## src/rtl/snn_train_scheduler.sv

```systemverilog
// Training/inference sequencer for the 25-in/10-out spiking classifier.
// Optional macro SNN_SCHED_SHUFFLE_EN rotates the training order per epoch via a 4-bit LFSR.
module snn_spike_ctr #(
  parameter int CNT_W = 8
) (
  input  logic             clk,
  input  logic             rst_n,
  input  logic             clr,
  input  logic             inc,
  output logic [CNT_W-1:0] cnt
);
  always_ff @(posedge clk or negedge rst_n) begin
    if (!rst_n)                    cnt <= '0;
    else if (clr)                  cnt <= '0;
    else if (inc && (cnt != '1))   cnt <= cnt + 1'b1;
  end
endmodule

module snn_train_scheduler #(
  parameter int         NUM_PATTERNS   = 10,
  parameter int         PRESENT_CYCLES = 200,
  parameter int         REST_CYCLES    = 50,
  parameter int         EPOCHS         = 20,
  parameter int         CNT_W          = 8,
  parameter logic [3:0] BLANK_CODE     = 4'hF
) (
  input  logic             clk,
  input  logic             rst_n,
  input  logic             start,
  input  logic [9:0]       spike,
  output logic [3:0]       in_cnt,
  output logic             learn,
  output logic             busy,
  output logic             result_valid,
  output logic [3:0]       result_pattern,
  output logic [3:0]       result_neuron,
  output logic [CNT_W-1:0] result_count,
  output logic             done
);
  localparam int NUM_NEURONS = 10;
  localparam int LEN_A   = (PRESENT_CYCLES > REST_CYCLES) ? PRESENT_CYCLES : REST_CYCLES;
  localparam int MAX_LEN = (LEN_A > NUM_NEURONS) ? LEN_A : NUM_NEURONS;
  localparam int CYC_W   = $clog2(MAX_LEN);
  localparam int EP_W    = (EPOCHS > 1) ? $clog2(EPOCHS) : 1;

  typedef enum logic [2:0] {IDLE, T_PRES, T_REST, I_PRES, EVAL, REPORT, I_REST} state_t;

  typedef struct packed {
    logic [3:0]       pattern;
    logic [3:0]       neuron;
    logic [CNT_W-1:0] count;
  } result_t;

  state_t     state, state_d;
  logic [CYC_W-1:0] cyc, cyc_d;
  logic [3:0] pat, pat_d, train_idx;
  logic [EP_W-1:0] epoch, ep_d;
  logic       done_d, learn_d;
  logic [3:0] in_cnt_d;
  logic       last_pres, last_rest, last_eval, last_pat, last_ep;

  logic [NUM_NEURONS-1:0][CNT_W-1:0] cnt;
  logic       ctr_clr, ctr_en;
  logic [3:0] scan, best_idx, nb_idx;
  logic [CNT_W-1:0] best_cnt, nb_cnt, cur_cnt;
  result_t    res_q;

  assign last_pres = (cyc == CYC_W'(PRESENT_CYCLES - 1));
  assign last_rest = (cyc == CYC_W'(REST_CYCLES - 1));
  assign last_eval = (cyc == CYC_W'(NUM_NEURONS - 1));
  assign last_pat  = (pat == 4'(NUM_PATTERNS - 1));
  assign last_ep   = (epoch == EP_W'(EPOCHS - 1));

  always_comb begin
    state_d = state;
    cyc_d   = cyc + 1'b1;
    pat_d   = pat;
    ep_d    = epoch;
    done_d  = 1'b0;
    case (state)
      IDLE: begin
        cyc_d = '0;
        if (start) begin
          pat_d   = '0;
          ep_d    = '0;
          state_d = (EPOCHS == 0) ? I_PRES : T_PRES;
        end
      end
      T_PRES: if (last_pres) begin state_d = T_REST; cyc_d = '0; end
      T_REST: begin
        if (last_rest) begin
          cyc_d   = '0;
          state_d = T_PRES;
          if (last_pat) begin
            pat_d = '0;
            if (last_ep) begin
              state_d = I_PRES;
              ep_d    = '0;
            end else begin
              ep_d = epoch + 1'b1;
            end
          end else begin
            pat_d = pat + 1'b1;
          end
        end
      end
      I_PRES: if (last_pres) begin state_d = EVAL; cyc_d = '0; end
      EVAL:   if (last_eval) begin state_d = REPORT; cyc_d = '0; end
      REPORT: begin state_d = I_REST; cyc_d = '0; end
      I_REST: begin
        if (last_rest) begin
          cyc_d = '0;
          if (last_pat) begin
            state_d = IDLE;
            pat_d   = '0;
            done_d  = 1'b1;
          end else begin
            state_d = I_PRES;
            pat_d   = pat + 1'b1;
          end
        end
      end
      default: state_d = IDLE;
    endcase
  end

`ifdef SNN_SCHED_SHUFFLE_EN
  // Rotation offset steps at each epoch boundary, so the next epoch's first index already uses it.
  logic [3:0] lfsr, lfsr_d;
  logic [4:0] rot_sum;
  always_comb begin
    lfsr_d = lfsr;
    if (state == T_REST && last_rest && last_pat) lfsr_d = {lfsr[2:0], lfsr[3] ^ lfsr[2]};
  end
  always_ff @(posedge clk or negedge rst_n) begin
    if (!rst_n) lfsr <= 4'b1001;
    else        lfsr <= lfsr_d;
  end
  assign rot_sum   = {1'b0, pat_d} + {1'b0, lfsr_d};
  assign train_idx = 4'(rot_sum % 5'(NUM_PATTERNS));
`else
  assign train_idx = pat_d;
`endif

  always_comb begin
    in_cnt_d = BLANK_CODE;
    learn_d  = 1'b0;
    if (state_d == T_PRES) begin
      in_cnt_d = train_idx;
      learn_d  = 1'b1;
    end else if (state_d == I_PRES) begin
      in_cnt_d = pat_d;
    end
  end

  assign ctr_clr = (state_d == I_PRES) && (state != I_PRES);
  assign ctr_en  = (state == I_PRES);

  for (genvar n = 0; n < NUM_NEURONS; n++) begin : g_ctr
    snn_spike_ctr #(.CNT_W(CNT_W)) u_ctr (
      .clk  (clk),
      .rst_n(rst_n),
      .clr  (ctr_clr),
      .inc  (ctr_en & spike[n]),
      .cnt  (cnt[n])
    );
  end

  // Strictly-greater compare keeps the lowest index on ties; a zero best stays at 4'hF.
  assign scan    = cyc[3:0];
  assign cur_cnt = (scan < 4'(NUM_NEURONS)) ? cnt[scan] : '0;
  assign nb_idx  = (cur_cnt > best_cnt) ? scan : best_idx;
  assign nb_cnt  = (cur_cnt > best_cnt) ? cur_cnt : best_cnt;

  always_ff @(posedge clk or negedge rst_n) begin
    if (!rst_n) begin
      state        <= IDLE;
      cyc          <= '0;
      pat          <= '0;
      epoch        <= '0;
      in_cnt       <= BLANK_CODE;
      learn        <= 1'b0;
      busy         <= 1'b0;
      done         <= 1'b0;
      best_idx     <= 4'hF;
      best_cnt     <= '0;
      result_valid <= 1'b0;
      res_q        <= '{pattern: 4'h0, neuron: 4'hF, count: '0};
    end else begin
      state        <= state_d;
      cyc          <= cyc_d;
      pat          <= pat_d;
      epoch        <= ep_d;
      in_cnt       <= in_cnt_d;
      learn        <= learn_d;
      busy         <= (state_d != IDLE);
      done         <= done_d;
      result_valid <= 1'b0;
      if (state == I_PRES) begin
        best_idx <= 4'hF;
        best_cnt <= '0;
      end else if (state == EVAL) begin
        best_idx <= nb_idx;
        best_cnt <= nb_cnt;
      end
      if (state == EVAL && last_eval) begin
        result_valid <= 1'b1;
        res_q        <= '{pattern: pat, neuron: nb_idx, count: nb_cnt};
      end
    end
  end

  assign result_pattern = res_q.pattern;
  assign result_neuron  = res_q.neuron;
  assign result_count   = res_q.count;
endmodule

```

## config.mk

```make
export PLATFORM = sky130hd
export DESIGN_NAME = snn_train_scheduler
export DESIGN_NICKNAME = d
export VERILOG_FILES = /design/src/rtl/snn_train_scheduler.sv
export SDC_FILE = /design/constraint.sdc
export NUM_CORES = 1
export LEC_CHECK = 0
export BUFFER_PORTS_ARGS = -buffer_cell sky130_fd_sc_hd__clkbuf_2
export CORE_MARGIN = 2
export CORE_UTILIZATION = 52
export DETAILED_ROUTE_END_ITERATION = 10
export PLACE_DENSITY = 0.69
export SYNTH_ARGS = -nofsm -noshare
export SYNTH_HDL_FRONTEND = slang
export SYNTH_SLANG_ARGS = --single-unit
```

## constraint.sdc

```tcl
create_clock -name clk -period 4.2 [get_ports clk]
set_input_delay 0.21 -clock clk [delete_from_list [all_inputs] [get_ports clk]]
set_output_delay 0.21 -clock clk [all_outputs]
set_load 0.03 [all_outputs]
```

* After elaboration in Yosys (flattened, before gate mapping)
Index checks and enable logic that the tools add are counted. W data, S select, Z words.
Storage, ports and cells: ROM bits 0, bits in latches 0, register bits 136, memories 0, memory bits (writable) 0, output and inout port bits 24
Operators by class: reductions and logical operators 30, bitwise gates (word level) 10, shifts and indexed selects 0, $mul 0, multiplexer cells 59, $lt $le $gt $ge 3, equal/unequal tests 27, div/mod/pow operators 0, add/sub/neg operators 13
Operator list (count):
- $mux W8 | 28
- $add A8 B1 Y8 const B | 11
- $ne A8 B8 Y1 const B | 10
- $bmux W8 S4 | 1
- $mux W4 | 8
- $pmux W8 S4 | 1
- $reduce_bool A2 Y1 | 12
- $pmux W3 S7 | 1
- $mux W5 | 4
- $mux W3 | 6
- $logic_and A1 B1 Y1 | 12
- $and A1 B1 Y1 | 10
- $pmux W5 S2 | 1
- $eq A3 B2 Y1 const B | 3
- $eq A3 B3 Y1 const B | 3
- $eq A8 B4 Y1 const B | 1
- $eq A8 B6 Y1 const B | 1
- $eq A8 B8 Y1 const B | 1
- $gt A8 B8 Y1 | 1
- $pmux W4 S2 | 1
- $eq A3 B1 Y1 const B | 2
- $mux W2 | 3
- $ne A2 B2 Y1 const B | 3
- $reduce_or A2 Y1 | 3
- 11 further kinds | 15

* Depth between registers and ports, before layout
depth in word-level cells 8, gate-level depth with buffers 14

* Cells and area by module
Synthesis repeated with hierarchy kept, for this count alone.
Second synthesis, totals: cell total of the unflattened synthesis 861, area, all modules 8303.0 um^2
Modules (own cells, without submodules):
- snn_spike_ctr | sequential area each 200.2 um^2, times used 10, area each 464.2 um^2, cells each 49
- snn_train_scheduler | sequential area each 1416.4 um^2, times used 1, area each 3661.0 um^2, cells each 371

* Worst setup path before layout
Ideal clock, no wire load.
path kind reg-to-reg, start point reg cyc[0], end point reg best_idx[0], buffers on the path 5, slack 0.938 ns, required time 4.117 ns, arrival time 3.179 ns, cell stages (with the launch flop) 15, setup time 0.083 ns, cells stage by stage dfrtp_1 buf_4 buf_4 buf_2 mux2i_1 o22ai_1 a221o_2 ha_1 a211oi_1 nor2_1 nor4bb_1 buf_2 nor3_1 buf_2 a221o_1
Between the ends: longest elaborated chain between the ends 7
Ends and longest elaborated chain:
- start, declared | RTL line 55 | logic [CYC_W-1:0] cyc, cyc_d;
- start signal, assigned | RTL line 191 | cyc <= cyc_d;
- $bmux W8 S4 | RTL line 171 | assign cur_cnt = (scan < 4'(NUM_NEURONS)) ? cnt[scan] : '0;
- $mux W8 (implied by the code) | RTL line 171
- $mux W8 | RTL line 171
- $gt A8 B8 Y1 | RTL line 172 | assign nb_idx = (cur_cnt > best_cnt) ? scan : best_idx;
- $mux W4 (*) | RTL line 172
- $mux W4 (*) | RTL line 202 | end else if (state == EVAL) begin
- $mux W4 (*) | RTL line 199 | if (state == I_PRES) begin
- end signal, assigned | RTL line 203 | best_idx <= nb_idx;
- end, declared | RTL line 64 | logic [3:0] scan, best_idx, nb_idx;
Every way passes the cells marked *; elsewhere a longest branch is shown, timed or not. The select of a mux whose other input is x is not followed. A chain may end at the register's enable or synchronous reset.

* Final worst setup path
start point reg cyc[0], end point reg best_cnt[1]
Between the ends: longest elaborated chain between the ends 7
Ends and longest elaborated chain:
- $bmux W8 S4 | RTL line 171
- $mux W8 (implied by the code) | RTL line 171
- $mux W8 (*) | RTL line 171
- $gt A8 B8 Y1 | RTL line 173 | assign nb_cnt = (cur_cnt > best_cnt) ? cur_cnt : best_cnt;
- $mux W8 (*) | RTL line 173
- $mux W8 (*) | RTL line 202
- $mux W8 (*) | RTL line 199
- end signal, assigned | RTL line 204 | best_cnt <= nb_cnt;
- end, declared | RTL line 65 | logic [CNT_W-1:0] best_cnt, nb_cnt, cur_cnt;
Marks and branches as above.

==> impl_summary.log <==
INFO  metric crit_path_top_delay_cell = sky130_fd_sc_hd__dfrtp_2
INFO  metric kind_of_critical_path = reg2reg
INFO  metric post_drt_wl_per_cell = 18.7 µm
INFO  metric critical_path.startpoint_type = flip-flop
INFO  metric netlist.area_leader.share = 0.391
INFO  metric worst_ir_drop_vdd = slightly below 300 µV
INFO  metric fin_tns_setup = 0 ns
INFO  metric synth.top_cells.by_area = sky130_fd_sc_hd__dfrtp_1 (39%), sky130_fd_sc_hd__nor2_1 (4.5%), sky130_fd_sc_hd__dfstp_2 (4.0%)
INFO  metric asyncSetResetFlopFracSynth = 1.00
INFO  metric netlist.top_cell.by_area = sky130_fd_sc_hd__dfrtp_1
INFO  metric place_hpwl = 13400 µm
INFO  metric finalInstanceArea = 8800 µm²
INFO  metric numPortBuffers = 36
INFO  metric layout_setup_ws = 0.575 ns
INFO  metric run_status = completed
INFO  metric sw_frac_of_total = 0.203
INFO  metric drt_first_iter_violations = 562
INFO  metric globalRouteOverflowTotal = 0
INFO  metric finalWorstPathRequiredPeriod = 3.63 ns
INFO  metric synth_nets = 825
INFO  metric pre_cts_worst_setup_slack = slightly below 0.7 ns
INFO  metric num_io_pins = 37
INFO  metric hold_path_class = in2reg
INFO  metric tritoncts_clock_tree = done
INFO  metric reg_power_frac = 0.459
INFO  metric antenna_found_initial = 0
INFO  metric gpl.final_weighted_congestion = between 0.8 and 0.9
INFO  metric fraction_of_the_yosys_area_taken_by_sequential_cells = 0.431
INFO  metric mostFrequentLayoutCells = sky130_fd_sc_hd__dfrtp_1 (123), sky130_fd_sc_hd__nor2_1 (95), sky130_fd_sc_hd__nand2_1 (46)
INFO  metric numClockSinks = ~140
INFO  metric cp_cell_sequence = buf_4, mux2_2, a221o_2, ha_1, a211oi_1, nor2_1, nor4bb_1, buf_4, nor3_1, buf_4, a221oi_1
INFO  metric clock_network_latency_to_the_later_pin_of_the_worst_skew_pair = about 0.43 ns
INFO  metric dieHeight = around 130 µm
INFO  metric synth.avg_cell_area = 10.0 µm²
INFO  metric layout_worst_path_cycle_share = 0.863
INFO  metric reg2reg_slack = 0.57 ns
INFO  metric synth_edf_count = 0
INFO  metric critical_path.reg2reg.startpoint = cyc[0]$_DFF_PN0_
INFO  metric max_freq = 276 MHz
INFO  metric tightestPinTransition = a little under 1 ns
INFO  metric path_clk_slew = ~0.06 ns
INFO  metric maxSlewViolCount = 0
INFO  metric synthToLayoutAreaGrowth = 11.0%
INFO  metric vias_per_cell = approximately 6.1
INFO  metric vias = 6260
INFO  metric timing.reg2reg.worst_path_depth = 11
INFO  metric initial_util = 0.527
INFO  metric htree_num_levels = 4
INFO  metric max_cap_violations = 0
INFO  metric ys_ff_latch = 136
INFO  metric cpPeakStageDelay = 0.52 ns
INFO  metric comb_power_share = 0.015
INFO  metric layout-drive-gt1-share = 0.172
INFO  metric path_common_cell = sky130_fd_sc_hd__buf_4
INFO  metric most_frequent_standard_cell_in_the_layout_excluding_fill_and_tap_cells = sky130_fd_sc_hd__dfrtp_1
INFO  metric crit_end = best_cnt[1]$_DFFE_PN0P_
INFO  metric final_routed_drc_violation_total = 0
INFO  metric max_clock_skew = 0.00970 ns
INFO  metric synthFlopType = sky130_fd_sc_hd__dfrtp_1
INFO  metric crit_path_end_kind = flip-flop
INFO  metric first_pass_iters = 5
INFO  metric layout.filler_cells = 1280
INFO  metric leakagePower = ~4.1 nW
INFO  metric internal_power = between 2 and 2.5 mW
INFO  metric cts-root-buf = sky130_fd_sc_hd__clkbuf_16
INFO  metric cp.arrival = 3.92 ns
INFO  metric cts_made_buffers = 17
INFO  metric r2r_end = best_cnt[1]$_DFFE_PN0P_
INFO  metric report.final.setup_viol = 0
INFO  metric power.share.clock = 0.526
INFO  metric mapped_cell_area = 7930 µm²
INFO  metric hold-path-cell-count = 3
INFO  metric placed_area = 8200 µm²
INFO  metric timing.critical_path.required = roughly 4.5 ns
INFO  metric hold_viol_final = 0
INFO  metric die-area = 16300 µm²
INFO  metric netlist_instances = roughly 790
INFO  metric rsz0062_at_grt = no
INFO  metric maximum_number_of_pins_on_one_net_before_global_route_repair = 81
INFO  metric timing.critical_path.fanout_max = 30
INFO  metric p_switching = 582 µW
INFO  metric fin_nets = 854
INFO  metric synth_cell_types = 70
INFO  metric route.final.wire_length = 19100 µm
INFO  metric core = around 15000 µm²
INFO  metric power.density = 325 nW/µm²
INFO  metric global_route.usage.total = 0.249
INFO  metric residual_antenna_violating_net_count_after_detailed_routing = 0
INFO  metric synth.yosys.warnings = 0
INFO  metric cts.path.max_buffers = 2
INFO  metric post_cts.repair.setup_buffers = 0
INFO  metric cp-startpoint = cyc[0]$_DFF_PN0_
INFO  metric vias_in_the_first_global_route = 6234
INFO  metric final_hold_slack = 0.126 ns
INFO  metric global_route_wire_length_before_repair = 31900 µm
INFO  metric n_antenna_cell = 0
INFO  metric std_cell_rows = 45
INFO  metric worst_slew_margin = 0.349
INFO  metric die-width = 127 µm
==> worst min-delay path by stage <==
stage,from,end,slack (ns)
after floorplan,rst_n,best_cnt[0]$_DFFE_PN0P_,-0.09
after global placement,rst_n,epoch[4]$_DFFE_PN0P_,0.40
after detailed placement,rst_n,epoch[4]$_DFFE_PN0P_,0.43
after CTS,spike[7],g_ctr[7].u_ctr.cnt[2]$_DFFE_PN0P_,0.12
after global routing,spike[7],g_ctr[7].u_ctr.cnt[2]$_DFFE_PN0P_,0.13
final,spike[7],g_ctr[7].u_ctr.cnt[2]$_DFFE_PN0P_,0.13
==> power by group through the flow <==
| stage | Clock [mW] | Sequential, mW | Combinational, mW |
|---|---|---|---|
| after global routing | 1.58 | 1.31 | 0.0487 |
| final | 1.51 | 1.31 | 0.0417 |
| after detailed placement | 0 | 1.34 | 0.0430 |
| after floorplan | 0 | 1.34 | 0.00364 |
| after CTS | 1.53 | 1.31 | 0.0438 |
| after global placement | 0 | 1.34 | 0.0411 |
==> layer usage <==
| metal | global-route usage | share of wire | up-vias |
|---|---|---|---|
| met1 | 0.327 | 0.45 | 3103 |
| li1 | - | - | 2947 |
| met3 | 0.0473 | 0.044 | 33 |
| met4 | 0.101 | 0.023 | 0 |
| met2 | 0.408 | 0.48 | 177 |
| met5 | 0 | 0 | - |
==> cells by family after synthesis <==
group,synth area share
AND/OR/NAND/NOR,0.212
buffers and inverters,0.0447
XOR/XNOR,0.0696
flip-flops,0.431
adder cells (fa/ha/maj),0.0331
multiplexers,0.0748
AO/OA/AOI/OAI,0.134
==> flip-flops by register name, indices dropped and copies added, names as in the netlist <==
signal           cells
g_ctr.u_ctr.cnt     80
best_cnt             8
cyc                  8
result_count         8
epoch                5
best_idx             4
in_cnt               4
pat                  4
result_neuron        4
result_pattern       4
state                3
busy                 1
done                 1
learn                1
result_valid         1
==> timing repair <==
| item | CTS | global route |
|---|---|---|
| endpoints found under the setup margin | 0 | 0 |
| hold endpoints to repair | 60 | 0 |
| hold buffers | 1 | 0 |
| gates resized for setup | 0 | 0 |
==> through the flow <==
stage | instances | total power [mW] | util
2_1_floorplan | 791 | 1.34 | -
6_report | 1020 | 2.86 | 0.585
4_1_cts | 1020 | 2.89 | 0.585
5_1_grt | 1020 | 2.95 | 0.585
3_3_place_gp | 988 | 1.38 | 0.545
3_5_place_dp | 988 | 1.38 | 0.545
==> cell usage after synthesis (3+ instances only) <==
| cell | instances |
|---|---|
| sky130_fd_sc_hd__o21ai_0 | 19 |
| sky130_fd_sc_hd__mux2_2 | 10 |
| sky130_fd_sc_hd__a211oi_1 | 9 |
| sky130_fd_sc_hd__nand3_1 | 40 |
| sky130_fd_sc_hd__o311ai_0 | 4 |
| sky130_fd_sc_hd__o211ai_1 | 3 |
| sky130_fd_sc_hd__nand4b_1 | 7 |
| sky130_fd_sc_hd__a21o_1 | 9 |
| sky130_fd_sc_hd__and2_1 | 5 |
| sky130_fd_sc_hd__a21oi_1 | 33 |
| sky130_fd_sc_hd__nand4bb_1 | 3 |
| sky130_fd_sc_hd__and3_1 | 30 |
| sky130_fd_sc_hd__a221oi_1 | 8 |
| sky130_fd_sc_hd__mux2i_1 | 30 |
| sky130_fd_sc_hd__nor3_1 | 10 |
| sky130_fd_sc_hd__inv_1 | 25 |
| sky130_fd_sc_hd__buf_2 | 16 |
| sky130_fd_sc_hd__xnor2_1 | 30 |
| sky130_fd_sc_hd__nor2b_1 | 7 |
| sky130_fd_sc_hd__nor3_2 | 7 |
| sky130_fd_sc_hd__o22ai_1 | 10 |
| sky130_fd_sc_hd__nor4_1 | 3 |
| sky130_fd_sc_hd__o21bai_1 | 3 |
| sky130_fd_sc_hd__clkbuf_1 | 9 |
| sky130_fd_sc_hd__a221o_2 | 7 |
| sky130_fd_sc_hd__ha_1 | 21 |
| sky130_fd_sc_hd__and4_1 | 13 |
| sky130_fd_sc_hd__xor2_1 | 33 |
| sky130_fd_sc_hd__buf_4 | 4 |
| sky130_fd_sc_hd__or2_2 | 4 |
| sky130_fd_sc_hd__nand2_1 | 46 |
| sky130_fd_sc_hd__nand4_1 | 14 |
| sky130_fd_sc_hd__o31ai_1 | 4 |
| sky130_fd_sc_hd__nand2b_1 | 5 |
| sky130_fd_sc_hd__mux4_2 | 8 |
| sky130_fd_sc_hd__a211oi_2 | 4 |
| sky130_fd_sc_hd__nor2_1 | 95 |
| sky130_fd_sc_hd__buf_6 | 10 |
| sky130_fd_sc_hd__nor3b_1 | 4 |
| sky130_fd_sc_hd__dfrtp_1 | 124 |
| sky130_fd_sc_hd__or3b_2 | 4 |
| sky130_fd_sc_hd__a31oi_1 | 13 |
| sky130_fd_sc_hd__dfstp_2 | 12 |
==> final cells by class <==
class | instances | area (µm²) | area share
Clock buffer | 23 | 468 | 0.0532
Clock inverter | 8 | 121 | 0.0138
Inverter | 25 | 93.8 | 0.0107
Multi-Input combinational cell | 590 | 4160 | 0.473
Sequential cell | 136 | 3420 | 0.389
Tap cell | 188 | 235 | 0.0267
Timing Repair Buffer | 50 | 303 | 0.0344
==> worst max-delay path: cells and delay by family (launching register included) <==
kind                       cells  cell delay, ns
AOI/OAI and AO/OA              3            0.96
adders and majority gates      1            0.29
buffers and inverters          3            0.81
DFF                            1            0.52
muxes                          1            0.40
and+or+nand+nor                3            0.50
(Power assumes the default switching activity.)
